$ cat src/rtl/mp64_timer_mc_pkg.sv
// ---------------------------------------------------------------------------
// mp64_timer_mc_pkg
//   Shared constants for the multi-channel system timer: register map
//   offsets, channel window geometry, CTRL bit positions and the CTRL
//   register layout.
//   No ports (package).
// ---------------------------------------------------------------------------
package mp64_timer_mc_pkg;

   // Global registers in the 0x00-0x0F window
   localparam logic [7:0] TMR_PRESCALE  = 8'h00;   // 0x00 low byte, 0x01 high byte
   localparam logic [7:0] TMR_IRQ_PEND  = 8'h02;

   // Channel i lives at TMR_CH_BASE + i*TMR_CH_STRIDE
   localparam logic [7:0] TMR_CH_STRIDE = 8'h10;
   localparam logic [7:0] TMR_CH_BASE   = 8'h10;

   // Offsets inside a channel window
   localparam logic [3:0] TMR_COUNT     = 4'h0;    // +0..+3
   localparam logic [3:0] TMR_CMP       = 4'h4;    // +4..+7
   localparam logic [3:0] TMR_CTRL      = 4'h8;
   localparam logic [3:0] TMR_STATUS    = 4'h9;

   // CTRL bit indices
   localparam int TMR_CTRL_EN      = 0;
   localparam int TMR_CTRL_IRQ_EN  = 1;
   localparam int TMR_CTRL_RELOAD  = 2;
   localparam int TMR_CTRL_ONESHOT = 3;

   // CTRL register image, field order matches the bit indices above
   typedef struct packed {
      logic oneshot;
      logic reload;
      logic irq_en;
      logic en;
   } tmr_ctrl_t;

endpackage

$ cat src/rtl/mp64_timer_mc_if.sv
// ---------------------------------------------------------------------------
// mp64_timer_mc_if
//   8-bit MMIO peripheral bus as seen by the timer block.
//   req   : one-cycle access strobe        (master -> slave)
//   addr  : byte offset in the timer block (master -> slave)
//   wdata : write byte                     (master -> slave)
//   wen   : 1 = write, 0 = read            (master -> slave)
//   rdata : registered read byte           (slave -> master)
//   ack   : one-cycle acknowledge          (slave -> master)
// ---------------------------------------------------------------------------
interface mp64_timer_mc_if;
   logic       req;
   logic [7:0] addr;
   logic [7:0] wdata;
   logic       wen;
   logic [7:0] rdata;
   logic       ack;

   modport master (output req, addr, wdata, wen, input  rdata, ack);
   modport slave  (input  req, addr, wdata, wen, output rdata, ack);
endinterface

$ cat src/rtl/mp64_timer_mc_ch.sv
// ---------------------------------------------------------------------------
// mp64_timer_mc_ch
//   One timer channel: counter, compare, CTRL, match flag and the snapshot
//   used for tear-free multi-byte COUNT reads.
//   clk, rst_n     : clock, asynchronous active-low reset
//   i_tick         : shared prescaler tick
//   i_wr_cnt[k]    : write strobe for COUNT byte k
//   i_wr_cmp[k]    : write strobe for CMP byte k
//   i_wr_ctrl      : write strobe for CTRL
//   i_wr_status    : write strobe for STATUS (bit0 is W1C)
//   i_rd0          : read strobe for COUNT+0 (latches the snapshot)
//   i_wdata        : write byte
//   o_rbytes[n]    : read value of window offset n (unmapped offsets are 0)
//   o_irq          : match flag qualified by IRQ_EN
// ---------------------------------------------------------------------------
module mp64_timer_mc_ch
   import mp64_timer_mc_pkg::*;
#(
   parameter  int CNT_W = 32,
   localparam int NB    = CNT_W / 8
)(
   input  logic             clk,
   input  logic             rst_n,
   input  logic             i_tick,
   input  logic [NB-1:0]    i_wr_cnt,
   input  logic [NB-1:0]    i_wr_cmp,
   input  logic             i_wr_ctrl,
   input  logic             i_wr_status,
   input  logic             i_rd0,
   input  logic [7:0]       i_wdata,
   output logic [15:0][7:0] o_rbytes,
   output logic             o_irq
);

   logic [CNT_W-1:0] r_count;
   logic [CNT_W-1:0] r_cmp;
   logic [CNT_W-1:8] r_snap;     // byte 0 is always read live, so it is not kept
   tmr_ctrl_t        r_ctrl;
   logic             r_flag;

   logic [CNT_W-1:0] w_count_wr;
   logic [CNT_W-1:0] w_cmp_wr;
   logic             w_cnt_wr;
   logic             w_match;
   logic [3:0][7:0]  w_cnt_rd;
   logic [3:0][7:0]  w_cmp_rd;

   genvar gi;
   generate
      // Byte-merge of the write data into the current register value
      for (gi = 0; gi < NB; gi++) begin : g_wr_byte
         assign w_count_wr[gi*8 +: 8] = i_wr_cnt[gi] ? i_wdata : r_count[gi*8 +: 8];
         assign w_cmp_wr[gi*8 +: 8]   = i_wr_cmp[gi] ? i_wdata : r_cmp[gi*8 +: 8];
      end

      // Read bytes: COUNT+0 is live, COUNT+1.. come from the snapshot taken
      // by the last COUNT+0 read; bytes beyond the counter width read 0.
      for (gi = 0; gi < 4; gi++) begin : g_rd_byte
         if (gi == 0) begin : g_live
            assign w_cnt_rd[gi] = r_count[7:0];
            assign w_cmp_rd[gi] = r_cmp[7:0];
         end else if (gi < NB) begin : g_snap
            assign w_cnt_rd[gi] = r_snap[gi*8 +: 8];
            assign w_cmp_rd[gi] = r_cmp[gi*8 +: 8];
         end else begin : g_zero
            assign w_cnt_rd[gi] = 8'h00;
            assign w_cmp_rd[gi] = 8'h00;
         end
      end
   endgenerate

   assign w_cnt_wr = |i_wr_cnt;

   // A COUNT write in the same cycle as a tick suppresses both the increment
   // and the compare; CMP == 0 never matches.
   assign w_match = i_tick & r_ctrl.en & ~w_cnt_wr
                  & (r_count == r_cmp) & (r_cmp != '0);

   always_ff @(posedge clk or negedge rst_n) begin
      if (!rst_n) begin
         r_count <= '0;
         r_cmp   <= '0;
         r_snap  <= '0;
         r_ctrl  <= '0;
         r_flag  <= 1'b0;
      end else begin
         if (w_cnt_wr) begin
            r_count <= w_count_wr;
         end else if (i_tick && r_ctrl.en) begin
            r_count <= (w_match && r_ctrl.reload) ? '0 : r_count + CNT_W'(1);
         end

         if (|i_wr_cmp) begin
            r_cmp <= w_cmp_wr;
         end

         // A software CTRL write takes precedence over the one-shot disable
         if (i_wr_ctrl) begin
            r_ctrl <= tmr_ctrl_t'(i_wdata[3:0]);
         end else if (w_match && r_ctrl.oneshot) begin
            r_ctrl.en <= 1'b0;
         end

         // Set wins over a simultaneous W1C
         if (w_match) begin
            r_flag <= 1'b1;
         end else if (i_wr_status && i_wdata[0]) begin
            r_flag <= 1'b0;
         end

         if (i_rd0) begin
            r_snap <= r_count[CNT_W-1:8];
         end
      end
   end

   // Window layout: bytes 15..10 unused, 9 STATUS, 8 CTRL, 7..4 CMP, 3..0 COUNT
   assign o_rbytes = {48'h0, {7'h0, r_flag}, {4'h0, r_ctrl}, w_cmp_rd, w_cnt_rd};
   assign o_irq    = r_flag & r_ctrl.irq_en;

endmodule

$ cat src/rtl/mp64_timer_mc.sv
// ---------------------------------------------------------------------------
// mp64_timer_mc
//   Multi-channel system timer on the 8-bit MMIO bus: shared prescaler,
//   N_CH independent channels, register decode, registered read path and
//   interrupt aggregation. Channel 0 is the scheduler tick.
//   clk        : system clock
//   rst_n      : asynchronous reset, active low
//   bus        : MMIO slave port (req/addr/wdata/wen in, rdata/ack out)
//   o_irq      : per-channel interrupt (flag & IRQ_EN)
//   o_irq_any  : OR of o_irq
// ---------------------------------------------------------------------------
module mp64_timer_mc
   import mp64_timer_mc_pkg::*;
#(
   parameter int N_CH  = 4,
   parameter int CNT_W = 32,
   parameter int PRE_W = 16
)(
   input  logic            clk,
   input  logic            rst_n,
   mp64_timer_mc_if.slave  bus,
   output logic [N_CH-1:0] o_irq,
   output logic            o_irq_any
);

   localparam int NB = CNT_W / 8;

   logic [PRE_W-1:0]  r_prescale;
   logic [PRE_W-1:0]  r_pre_cnt;
   logic [7:0]        r_rdata;
   logic              r_ack;

   logic              w_tick;
   logic              w_pre_wr;
   logic [15:0]       w_pre16;
   logic [15:0]       w_pre16_wr;
   logic [3:0]        w_win;
   logic [3:0]        w_off;
   logic [3:0]        w_ch_idx;
   logic [7:0]        w_rd_byte;
   logic [15:0][7:0]  w_ch_rbytes [N_CH];

   assign w_win    = bus.addr[7:4];
   assign w_off    = bus.addr[3:0];
   // Window 0 maps to index 15, which never selects a channel
   assign w_ch_idx = w_win - TMR_CH_BASE[7:4];

   // ---------------- prescaler ----------------
   assign w_tick     = (r_pre_cnt == r_prescale);
   assign w_pre16    = 16'(r_prescale);
   assign w_pre_wr   = bus.req & bus.wen & (bus.addr[7:1] == TMR_PRESCALE[7:1]);
   assign w_pre16_wr = bus.addr[0] ? {bus.wdata, w_pre16[7:0]}
                                   : {w_pre16[15:8], bus.wdata};

   always_ff @(posedge clk or negedge rst_n) begin
      if (!rst_n) begin
         r_prescale <= '0;
         r_pre_cnt  <= '0;
      end else if (w_pre_wr) begin
         // New divider starts a fresh full period
         r_prescale <= PRE_W'(w_pre16_wr);
         r_pre_cnt  <= '0;
      end else if (w_tick) begin
         r_pre_cnt  <= '0;
      end else begin
         r_pre_cnt  <= r_pre_cnt + PRE_W'(1);
      end
   end

   // ---------------- channels ----------------
   genvar gi, gk;
   generate
      for (gi = 0; gi < N_CH; gi++) begin : g_ch
         logic          w_sel;
         logic          w_wr;
         logic          w_rd0;
         logic [NB-1:0] w_wr_cnt;
         logic [NB-1:0] w_wr_cmp;

         assign w_sel = bus.req & (w_ch_idx == 4'(gi));
         assign w_wr  = w_sel & bus.wen;
         assign w_rd0 = w_sel & ~bus.wen & (w_off == TMR_COUNT);

         // Only bytes inside the counter width get strobes; others are ignored
         for (gk = 0; gk < NB; gk++) begin : g_byte
            assign w_wr_cnt[gk] = w_wr & (w_off == TMR_COUNT + 4'(gk));
            assign w_wr_cmp[gk] = w_wr & (w_off == TMR_CMP + 4'(gk));
         end

         mp64_timer_mc_ch #(
            .CNT_W (CNT_W)
         ) u_ch (
            .clk         (clk),
            .rst_n       (rst_n),
            .i_tick      (w_tick),
            .i_wr_cnt    (w_wr_cnt),
            .i_wr_cmp    (w_wr_cmp),
            .i_wr_ctrl   (w_wr & (w_off == TMR_CTRL)),
            .i_wr_status (w_wr & (w_off == TMR_STATUS)),
            .i_rd0       (w_rd0),
            .i_wdata     (bus.wdata),
            .o_rbytes    (w_ch_rbytes[gi]),
            .o_irq       (o_irq[gi])
         );
      end
   endgenerate

   assign o_irq_any = |o_irq;

   // ---------------- read mux ----------------
   always_comb begin
      w_rd_byte = 8'h00;
      if (w_win == 4'h0) begin
         if (bus.addr[7:1] == TMR_PRESCALE[7:1]) begin
            w_rd_byte = bus.addr[0] ? w_pre16[15:8] : w_pre16[7:0];
         end else if (bus.addr == TMR_IRQ_PEND) begin
            w_rd_byte = 8'(o_irq);
         end
      end else begin
         for (int c = 0; c < N_CH; c++) begin
            if (w_ch_idx == 4'(c)) begin
               w_rd_byte = w_ch_rbytes[c][w_off];
            end
         end
      end
   end

   // Every access is acknowledged one cycle later; writes leave rdata alone
   always_ff @(posedge clk or negedge rst_n) begin
      if (!rst_n) begin
         r_rdata <= 8'h00;
         r_ack   <= 1'b0;
      end else begin
         r_ack <= bus.req;
         if (bus.req && !bus.wen) begin
            r_rdata <= w_rd_byte;
         end
      end
   end

   assign bus.rdata = r_rdata;
   assign bus.ack   = r_ack;

endmodule

$ cat src/flat_wrapper.sv
// flat-port wrapper written by rule: the top's interface ports become plain ports
module mp64_timer_mc_flat import mp64_timer_mc_pkg::*;
#(
   parameter int N_CH  = 4,
   parameter int CNT_W = 32,
   parameter int PRE_W = 16
)
  (clk, rst_n, o_irq, o_irq_any, bus_req, bus_addr, bus_wdata, bus_wen, bus_rdata, bus_ack);
  mp64_timer_mc_if bus_i ();
  input  logic clk;
  input  logic rst_n;
  output logic [N_CH-1:0] o_irq;
  output logic o_irq_any;
  input wire logic [$bits(bus_i.req)-1:0] bus_req;
  input wire logic [$bits(bus_i.addr)-1:0] bus_addr;
  input wire logic [$bits(bus_i.wdata)-1:0] bus_wdata;
  input wire logic [$bits(bus_i.wen)-1:0] bus_wen;
  output wire logic [$bits(bus_i.rdata)-1:0] bus_rdata;
  output wire logic [$bits(bus_i.ack)-1:0] bus_ack;
  assign bus_i.req = bus_req;
  assign bus_i.addr = bus_addr;
  assign bus_i.wdata = bus_wdata;
  assign bus_i.wen = bus_wen;
  assign bus_rdata = bus_i.rdata;
  assign bus_ack = bus_i.ack;
  mp64_timer_mc #(.N_CH(N_CH), .CNT_W(CNT_W), .PRE_W(PRE_W)) u_core (.clk(clk), .rst_n(rst_n), .bus(bus_i), .o_irq(o_irq), .o_irq_any(o_irq_any));
endmodule
$ cat config.mk
export PLATFORM = sky130hd
export DESIGN_NAME = mp64_timer_mc_flat
export DESIGN_NICKNAME = d
export VERILOG_FILES = /design/src/rtl/mp64_timer_mc_pkg.sv /design/src/rtl/mp64_timer_mc_if.sv /design/src/rtl/mp64_timer_mc_ch.sv /design/src/rtl/mp64_timer_mc.sv /design/src/flat_wrapper.sv
export SDC_FILE = /design/constraint.sdc
export NUM_CORES = 1
export LEC_CHECK = 0
export ABC_AREA = 1
export BUFFER_PORTS_ARGS = -buffer_cell sky130_fd_sc_hd__buf_2
export CORE_MARGIN = 2
export CORE_UTILIZATION = 30
export CTS_CLUSTER_SIZE = 25
export DETAILED_ROUTE_END_ITERATION = 10
export GPL_TIMING_DRIVEN = 0
export PLACE_DENSITY = 0.44
export SYNTH_ARGS = -nofsm -noshare
export SYNTH_HDL_FRONTEND = slang
export SYNTH_SLANG_ARGS = --single-unit
$ cat constraint.sdc
create_clock -name clk -period 4.58 [get_ports clk]
set_clock_uncertainty 0.1 [all_clocks]
set_input_delay 0.229 -clock clk [delete_from_list [all_inputs] [get_ports clk]]
set_output_delay 0.229 -clock clk [all_outputs]
set_load 0.02 [all_outputs]
==> results.yml, run 1 <==
die:
  io_pins: 34
  die_h_um: 294.2
  die-width_um: 294.2
  placementRows: 106
  die-area_um2: 86580
  fp.coreArea_um2: 83560
  start_util: 0.3025
clocking:
  cts.clk_slew.worst_paths_ns: 0.06
  cts-root-buf: "clkbuf_16"
  cts_buffer_depth: 3
  clk_latency_ns: 0.63
  post_cts_buffers: 0
  cts.sinks: 413
  cts_inserted_buffers: 53
  cts_tree: "yes"
  h-tree-depth: 2
critical_path:
  cp-start-kind: "flip-flop"
  crit_type: "reg2reg"
  endpoint_kind: "flip-flop"
  worstPathRequired_ns: 4.98
  reg2reg_depth: 13
  arrival_ns: 3.74
  cp_max_fo: 10
pwr:
  total_power_w: 0.009442
  power_density_nw_per_um2: 329.4
  peakVddDrop_mv: 0.2617
  p_leak_nw: 13.37
sta:
  fmaxAchievable_mhz: 299.1
  setup_slack_ns: 1.237
  finalHoldViolations: 0
  worstMarginPinSlew_ns: 1.300
  finalSetupViolCount: 0
  finalCritPeriodShare: 0.7300
  slew_headroom: 0.1333
  rsz0062_at_grt: "no"
  hold_slack_ns: 0.03988
  drv_slew: 0
  finalCriticalPeriod_ns: 3.343
synthesis:
  synthTopCellsByArea: "dfrtp_1, nand2_1, nor2_1, o21ai_0, inv_1"
  synth_flop_cell: "dfrtp_1"
  postSynthAreaPerCell_um2: 7.047
  syn_inst: 3586
  synthesis.area_um2: 25270
  yosysTopAreaCell: "dfrtp_1"
  async_reset_ff_frac: 1.000
  synth_edf_count: 0
  yosysMostFrequentCell: "nand2_1"
  syn_nets: 3611
  ys_ff_latch: 413
  synth_top_area_share: 0.4090
  yosysUniqueCellTypes: 50
  yosysWarnings: 0
  yosys-top-cells-count: "nand2_1, nor2_1, dfrtp_1"
  ys_seq_area_frac: 0.4090
place:
  post-place-ws_ns: 1.132
  routabilityCongestion: 0.9473
  place_hpwl_um: 83370
  placed_cell_area_um2: 26900
  port_buffers: 31
  placedCellCount: 4701
global_routing:
  grt_max_degree: 110
  antenna_found_initial: 1
  grt_first_pass_wirelength_um: 165400
  overflow: 0
  grt_pass1_vias: 24248
  grtUsageTotal: 0.2559
routing:
  ant_nets: 0
  first_iter_violations: 2463
  vias: 25214
  routedWlPerCell_um: 23.07
  wl_um: 110800
  viasPerCell: 5.250
  route.detailed.drc: 0
  first_pass_iters: 6
finish:
  n_fill_cell: 9198
  postLayoutCellArea_um2: 28670
  stdcell_count: 4803
  finalNetCount: 3705
  layout-area-overhead-vs-synth_pct: 13.43
  layout-drive-gt1-share: 0.06287
hold_path:
  hold_path.class: "in2async"
outcome:
  outcome: "completed"
run:
  maxCapViolations: 0
## worst max-delay path, stage by stage (launching register included)
cell and delay, ns:
dfrtp_1 0.44, inv_1 0.06, nand2_1 0.06, nand2_1 0.05, nor2_1 0.11, nand2_1 0.07, nor2_1 0.29, nand2_1 0.47
nor2_1 0.64, nand3_1 0.24, buf_2 0.26, buf_2 0.23, nand3_1 0.11, a21oi_1 0.07
## layer usage
metal	vias to the layer above	wire length (um)	track usage
met1	12281	52770	0.3719
met3	168	6891	0.04048
met5	-	10	0
met2	833	47670	0.3865
li1	11930	-	-
met4	2	3477	0.08076
## sequential cells by signal, summed over array words and instances, names as in the netlist
| signal | flops |
|---|---|
| u_core.g_ch.u_ch.r_cmp | 128 |
| u_core.g_ch.u_ch.r_count | 128 |
| u_core.g_ch.u_ch.r_snap | 96 |
| u_core.g_ch.u_ch.o_rbytes | 16 |
| u_core.r_pre_cnt | 16 |
| u_core.r_prescale | 16 |
| u_core.bus.rdata | 8 |
| u_core.g_ch.u_ch.r_flag | 4 |
| u_core.bus.ack | 1 |
## worst paths after layout
path / slack [ns] / from / end
min: 0.04 / rst_n / u_core.g_ch[0].u_ch.r_count[7]
min reg2reg: 0.39 / u_core.g_ch[2].u_ch.r_snap[16] / u_core.g_ch[2].u_ch.r_snap[16]
min in group clk: 0.07 / bus_addr[0] / u_core.r_prescale[8]
max in group asynchronous: 2.82 / rst_n / u_core.g_ch[3].u_ch.r_count[29]
max: 1.24 / u_core.r_prescale[1] / u_core.g_ch[2].u_ch.r_count[0]
max reg2reg: 1.24 / u_core.r_prescale[1] / u_core.g_ch[2].u_ch.r_count[0]
## placed cells by master (no fill, tap or decap), types with 91 or more instances in the layout
| cell type | netlist | layout |
|---|---|---|
| a21oi_1 | 234 | 234 |
| clkbuf_1 | 126 | 136 |
| dfrtp_1 | 413 | 413 |
| inv_1 | 319 | 319 |
| nand2_1 | 833 | 833 |
| nand3_1 | 192 | 192 |
| nor2_1 | 576 | 576 |
| nor3_1 | 91 | 91 |
| o21ai_0 | 281 | 281 |
| xor2_1 | 101 | 101 |
## repair_timing
item | in CTS | in global routing
endpoints found under the hold margin | 76 | 0
gates resized for setup | 0 | 0
hold buffers | 4 | 0
## final cells by class
| class | count | area, um2 | area share |
|---|---|---|---|
| Multi-Input combinational cell | 2666 | 12930 | 0.4512 |
| Sequential cell | 413 | 10330 | 0.3605 |
| Clock buffer | 78 | 1582 | 0.05517 |
| Tap cell | 1080 | 1351 | 0.04714 |
| Inverter | 336 | 1266 | 0.04417 |
| Buffer | 171 | 737.0 | 0.02571 |
| Timing Repair Buffer | 39 | 315.3 | 0.01100 |
| Clock inverter | 19 | 143.9 | 0.005019 |
| Antenna cell | 1 | 2.502 | 0.00008729 |
## report_power, final
group	total, W	internal, W	switching, W
logic	0.00120	0.000386	0.000810
registers	0.00402	0.00380	0.000217
clock network	0.00423	0.00243	0.00179
## metrics by stage
stage / util / setup TNS [ns]
global route: 0.3431 / 0
finish: 0.3431 / 0
global placement: 0.3205 / -2508.43
floorplan: - / 0
detailed placement: 0.3219 / 0
CTS: 0.3431 / 0
## cell families (layout without fill, tap and decap cells)
family                   Yosys count  in the layout  synth area share
AND/OR/NAND/NOR                 1817           1817            0.2990
other                              0              1                 0
multiplexers                      20             20          0.008912
XOR/XNOR                         158            158           0.05476
flip-flops                       413            413            0.4090
adder cells (fa/ha/maj)            5              5          0.002475
buffers and inverters            507            643           0.07926
AO/OA/AOI/OAI                    666            666            0.1466
No activity file was read; power rests on OpenSTA's default activity.
==> run 2: changes to the inputs <==
PLACE_DENSITY = 0.45   (was 0.44)
clock period = 2.95 ns   (was 4.58 ns; I/O delays follow)
==> run 2 against run 1 <==
  * Combinational power up 55%
  * Clock power up 67%
  * Sequential share of layout area down 0.25 points
  * Wire length about the same
  * Final area up 0.69%
  * Global-route usage down 0.10 points
==> results.yml, run 2 (same netlist as run 1, synthesis figures left out) <==
finish:
  final_util: 0.3454
  finalNetCount: 3708
  postLayoutCellArea_um2: 28860
  n_fill_cell: 9048
  layout-drive-gt1-share: 0.06394
  seq_area_um2: 10330
  multi_input_area_um2: 12950
  layout-area-overhead-vs-synth_pct: 14.21
  reg_top3: "u_core.g_ch.u_ch.r_cmp (128), u_core.g_ch.u_ch.r_count (128), u_core.g_ch.u_ch.r_snap (96)"
  stdcell_count: 4805
  final_common_cell: "nand2_1"
  final_cell_mix: "nand2_1, nor2_1, dfrtp_1, inv_1, o21ai_0"
critical_path:
  path_buf_inv: 4
  path_delay_family: "compound AO/OA/AOI/OAI gates"
  cp_max_fo: 10
  endpoint_kind: "flip-flop"
  cp_slowest_stage_delay_ns: 0.75
  worstPathCellList: "buf_4, nand2_2, inv_1, clkbuf_1, buf_2, a22oi_1, a21oi_1, o21ai_0, nand3_1, nor3_1, nor2_1"
  worstPathRequired_ns: 3.35
  cp-start-kind: "primary input"
  cp_slowest_cell: "o21ai_0"
  crit_type: "in2reg"
  arrival_ns: 3.31
routing:
  wl_um: 110700
  first_iter_violations: 2750
  ant_nets: 0
  routedWlPerCell_um: 23.04
  first_pass_iters: 6
  route.detailed.drc: 0
  vias: 25375
  viasPerCell: 5.281
sta:
  finalHoldViolations: 0
  drv_slew: 0
  finalCritPeriodShare: 0.9862
  worstMarginPinSlew_ns: 1.422
  finalSetupViolCount: 0
  fmaxAchievable_mhz: 343.7
  slew_headroom: 0.05199
  finalCriticalPeriod_ns: 2.909
  rsz0062_at_grt: "no"
  fin_tns_setup_ns: 0
clocking:
  clk_latency_ns: 0.63
  h-tree-depth: 2
  cts.clk_slew.worst_paths_ns: 0.06
  cts-root-buf: "clkbuf_16"
  cts_tree: "yes"
  cts_inserted_buffers: 53
  cts_buffer_depth: 3
  cts.sinks: 413
global_routing:
  grt_max_degree: 102
  overflow: 0
  grtUsageTotal: 0.2548
  grt_pass1_vias: 24107
  antenna_found_initial: 4
  grt_first_pass_wirelength_um: 164300
die:
  start_util: 0.3025
  io_pins: 34
  placementRows: 106
  die-area_um2: 86580
  die-width_um: 294.2
  die_h_um: 294.2
  fp.coreArea_um2: 83560
hold_path:
  hold_path.class: "in2reg"
pwr:
  total_power_w: 0.01515
  p_leak_nw: 13.47
  power_density_nw_per_um2: 524.9
  peakVddDrop_mv: 0.3883
place:
  placed_cell_area_um2: 26900
  port_buffers: 31
  placedCellCount: 4701
  place_hpwl_um: 82570
  routabilityCongestion: 0.9541
run:
  maxCapViolations: 0
outcome:
  outcome: "completed"
==> run 2: changes by cell type in the layout (fill, tap and decap cells not counted), moves of 3 or more <==
cell        before  now
clkinvlp_4       5    2
clkinv_2        12    6
bufinv_16        1    7
inv_6            0    3
clkbuf_8        14   11
==> run 2: final cells by class <==
class | instances | share of cell area
clock inverters | 20 | 0.01036
flip-flops and latches | 413 | 0.3581
diodes | 3 | 0.0002601
well taps | 1080 | 0.04682
repair buffers | 42 | 0.01231
multi-input cells | 2666 | 0.4488
inverters | 336 | 0.04387
plain buffers | 171 | 0.02553
clock buffers | 74 | 0.05397
==> run 2: per-layer routing <==
metal / up-vias / global-route usage / part of all wire
li1: 11925 / - / -
met1: 12272 / 0.3732 / 0.47
met2: 1013 / 0.3868 / 0.44
met3: 163 / 0.03882 / 0.072
met4: 2 / 0.07143 / 0.025
met5: - / 0 / 0.00012
==> run 2: what timing repair did <==
item                                   CTS  global route
hold buffers                             7             0
setup endpoints to repair              119            64
gates cloned                             0             0
resized for setup                        2             4
endpoints found under the hold margin  245             0
setup buffers                            0             0
==> run 2: final timing paths <==
path                                                 from                               to  slack (ns)  cells past startpoint
min in group asynchronous                           rst_n  u_core.g_ch[2].u_ch.r_count[28]        0.52                      4
max                                           bus_addr[0]              u_core.bus.rdata[6]        0.04                     11
min                                          bus_wdata[4]  u_core.g_ch[2].u_ch.r_count[20]        0.06                      5
max reg2reg                          u_core.r_prescale[1]  u_core.g_ch[1].u_ch.r_count[19]        0.17                     12
max in group asynchronous                           rst_n  u_core.g_ch[3].u_ch.r_count[24]        0.79                      6
min reg2reg                u_core.g_ch[3].u_ch.r_snap[16]   u_core.g_ch[3].u_ch.r_snap[16]        0.39                      2
==> run 2: per-stage QoR <==
| step | hold slack (ns) | setup WS [ns] |
|---|---|---|
| after floorplan | -0.2481 | 0.8572 |
| after global placement | 0.3137 | -7.568 |
| after detailed placement | -0.05735 | -0.3551 |
| after CTS | 0.03825 | 0.04086 |
| after global routing | 0.07788 | 0.03228 |
| final | 0.06164 | 0.04076 |
==> run 2: worst reg2reg max path: cells and delay by family (launching register included) <==
family	cells	cell delay [ns]
AND/OR/NAND/NOR	9	1.71
flip-flops	1	0.41
buffers and inverters	2	0.37
AO/OA/AOI/OAI	1	0.08
==> run 2: report_power, final <==
part	switching [W]	internal [W]	leakage, nW	total [W]
registers	0.000329	0.00591	5.53	0.00623
logic	0.00126	0.000604	7.03	0.00186
clock network	0.00278	0.00428	0.911	0.00705
total	0.00436	0.0108	13.5	0.0151
==> run 3: changes to the inputs <==
PLACE_DENSITY = 0.44   (was 0.45)
clock period = 2.9 ns   (was 2.95 ns; I/O delays follow)
==> run 3 against run 2 <==
  * Core utilization shrank 0.16 points
  * Total power shrank 1.5%
  * Die area is the same
  * Cell count is the same
  * Wire length grew 0.17%
  * Sequential share of layout area grew 0.17 points
  * First-iteration DRC count shrank 9.4%
  * Sequential cell count is the same
  * Largest cell class unchanged
  * Largest power group unchanged
==> results.yml, run 3 (same netlist as run 1, synthesis figures left out) <==
outcome:
  outcome: "completed"
finish:
  n_fill_cell: 9195
  reg_top3: "u_core.g_ch.u_ch.r_cmp (128), u_core.g_ch.u_ch.r_count (128), u_core.g_ch.u_ch.r_snap (96)"
  finalNetCount: 3708
  layout-area-overhead-vs-synth_pct: 13.67
  final_cell_mix: "nand2_1, nor2_1, dfrtp_1, inv_1, o21ai_0"
  layout-drive-gt1-share: 0.06443
  n_antenna_cell: 0
  final_common_cell: "nand2_1"
routing:
  viasPerCell: 5.256
  vias: 25253
  wl_um: 110900
  first_pass_iters: 6
  route.detailed.drc: 0
  first_iter_violations: 2492
  routedWlPerCell_um: 23.08
  ant_nets: 0
sta:
  fmaxAchievable_mhz: 350.6
  finalSetupViolCount: 0
  slew_headroom: 0.1198
  worstMarginPinSlew_ns: 1.320
  finalCriticalPeriod_ns: 2.852
  finalHoldViolations: 0
  fin_tns_setup_ns: 0
  drv_slew: 0
  rsz0062_at_grt: "no"
  finalCritPeriodShare: 0.9835
global_routing:
  grt-busiest-layer: "met2"
  overflow: 0
  grt_max_degree: 110
  grt_first_pass_wirelength_um: 165500
  antenna_found_initial: 2
  grtUsageMet3: 0.04048
  grt_pass1_vias: 24254
  use_met1: 0.3721
  met2_usage: 0.3871
  grtUsageTotal: 0.2561
pwr:
  p_clk_frac: 0.447
  combPwrFrac: 0.127
  p_seq_frac: 0.426
  p_leak_nw: 13.40
  total_power_w: 0.01492
  peakVddDrop_mv: 0.4141
  switchingPower_w: 0.004457
  p_int_w: 0.01047
  power_density_nw_per_um2: 519.4
  swShare: 0.2987
place:
  port_buffers: 31
  routabilityCongestion: 0.9473
  place_hpwl_um: 83370
clocking:
  cts.sinks: 413
  cts.clk_slew.worst_paths_ns: 0.06
  cts-root-buf: "clkbuf_16"
  clk_latency_ns: 0.63
  cts_buffer_depth: 3
  cts_tree: "yes"
  post_cts_buffers: 0
  cts_inserted_buffers: 53
  h-tree-depth: 2
critical_path:
  cp-startpoint: "bus_addr[0]"
  endpoint_kind: "flip-flop"
  reg2reg_depth: 14
  cp_max_fo: 10
  arrival_ns: 3.25
  r2r-end: "u_core.g_ch[2].u_ch.r_count[0]"
  worstPathRequired_ns: 3.30
  reg2reg_from: "u_core.g_ch[2].u_ch.r_count[16]"
  crit_type: "in2reg"
  cp-start-kind: "primary input"
  reg2reg_setup_slack_ns: 0.14
hold_path:
  hold_path.class: "in2reg"
  worstHoldStart: "bus_addr[0]"
  min_to: "u_core.bus.rdata[5]"
  hold_depth: 6
run:
  maxCapViolations: 0
die:
  placementRows: 106
  fp.coreArea_um2: 83560
  io_pins: 34
  die_h_um: 294.2
  start_util: 0.3025
  die-width_um: 294.2
  die-area_um2: 86580
[run 3: cell types whose count changed in the layout (fill, tap and decap cells not counted), moves of 3 or more]
cell,delta
inv_6,-3
clkbuf_8,+3
clkinv_2,+6
clkinvlp_4,+3
bufinv_16,-6
diode_2,-3
[run 3: critical path, stage by stage]
cell      delay [ns]
buf_4           0.18
nand2_2         0.30
inv_1           0.12
clkbuf_1        0.29
buf_2           0.35
a22oi_1         0.27
a21oi_1         0.11
o21ai_0         0.60
nand3_1         0.30
nor3_1          0.49
nor2_1          0.07
[run 3: metal layers]
layer / vias to the layer above / wire [um]
li1: 11931 / -
met1: 12333 / 52810
met2: 800 / 47670
met3: 185 / 6813
met4: 4 / 3579
met5: - / 23
[run 3: how the worst max path moves through the flow]
stage | depth (start not counted) | to
2_1_floorplan | 12 | u_core.g_ch[3].u_ch.r_count[15]
3_3_place_gp | 1 | u_core.g_ch[1].u_ch.r_count[25]
3_5_place_dp | 11 | u_core.bus.rdata[6]
4_1_cts | 12 | u_core.g_ch[0].u_ch.r_count[28]
5_1_grt | 9 | u_core.g_ch[3].u_ch.r_count[11]
6_report | 11 | u_core.bus.rdata[6]
[run 3: per-stage QoR]
step / cell area, um2 / worst slack, ns / util / hold WS, ns / cells
2_1_floorplan: 25270 / 0.8072 / - / -0.2506 / 3586
3_3_place_gp: 26780 / -7.716 / 0.3205 / 0.2605 / 4697
3_5_place_dp: 26900 / -0.4637 / 0.3219 / 0.04734 / 4701
4_1_cts: 28710 / 0.01619 / 0.3436 / 0.06605 / 4805
5_1_grt: 28730 / 0.002240 / 0.3438 / 0.1464 / 4805
6_report: 28730 / 0.04799 / 0.3438 / 0.1189 / 4805
[run 3: power by group through the flow]
stage / Sequential [W] / Clock [W] / Combinational, W
2_1_floorplan: 0.00632 / 0 / 0.00119
3_3_place_gp: 0.00645 / 0 / 0.00185
3_5_place_dp: 0.00644 / 0 / 0.00187
4_1_cts: 0.00634 / 0.00681 / 0.00189
5_1_grt: 0.00637 / 0.00705 / 0.00213
6_report: 0.00635 / 0.00667 / 0.00190
[run 3: repair_timing]
action,in CTS,in global routing
setup endpoints to repair,90,116
resized for setup,4,5
hold buffers,7,0
cloned,0,0
hold endpoints to repair,230,0
[run 3: final cells by class]
cell class | instances | area (um2) | area share
inverter | 336 | 1266 | 0.04408
buffer | 171 | 737.0 | 0.02565
multi-input combinational | 2666 | 12970 | 0.4514
sequential | 413 | 10330 | 0.3598
timing repair buffer | 42 | 345.3 | 0.01202
clock inverter | 19 | 143.9 | 0.005009
tap | 1080 | 1351 | 0.04704
clock buffer | 78 | 1582 | 0.05505
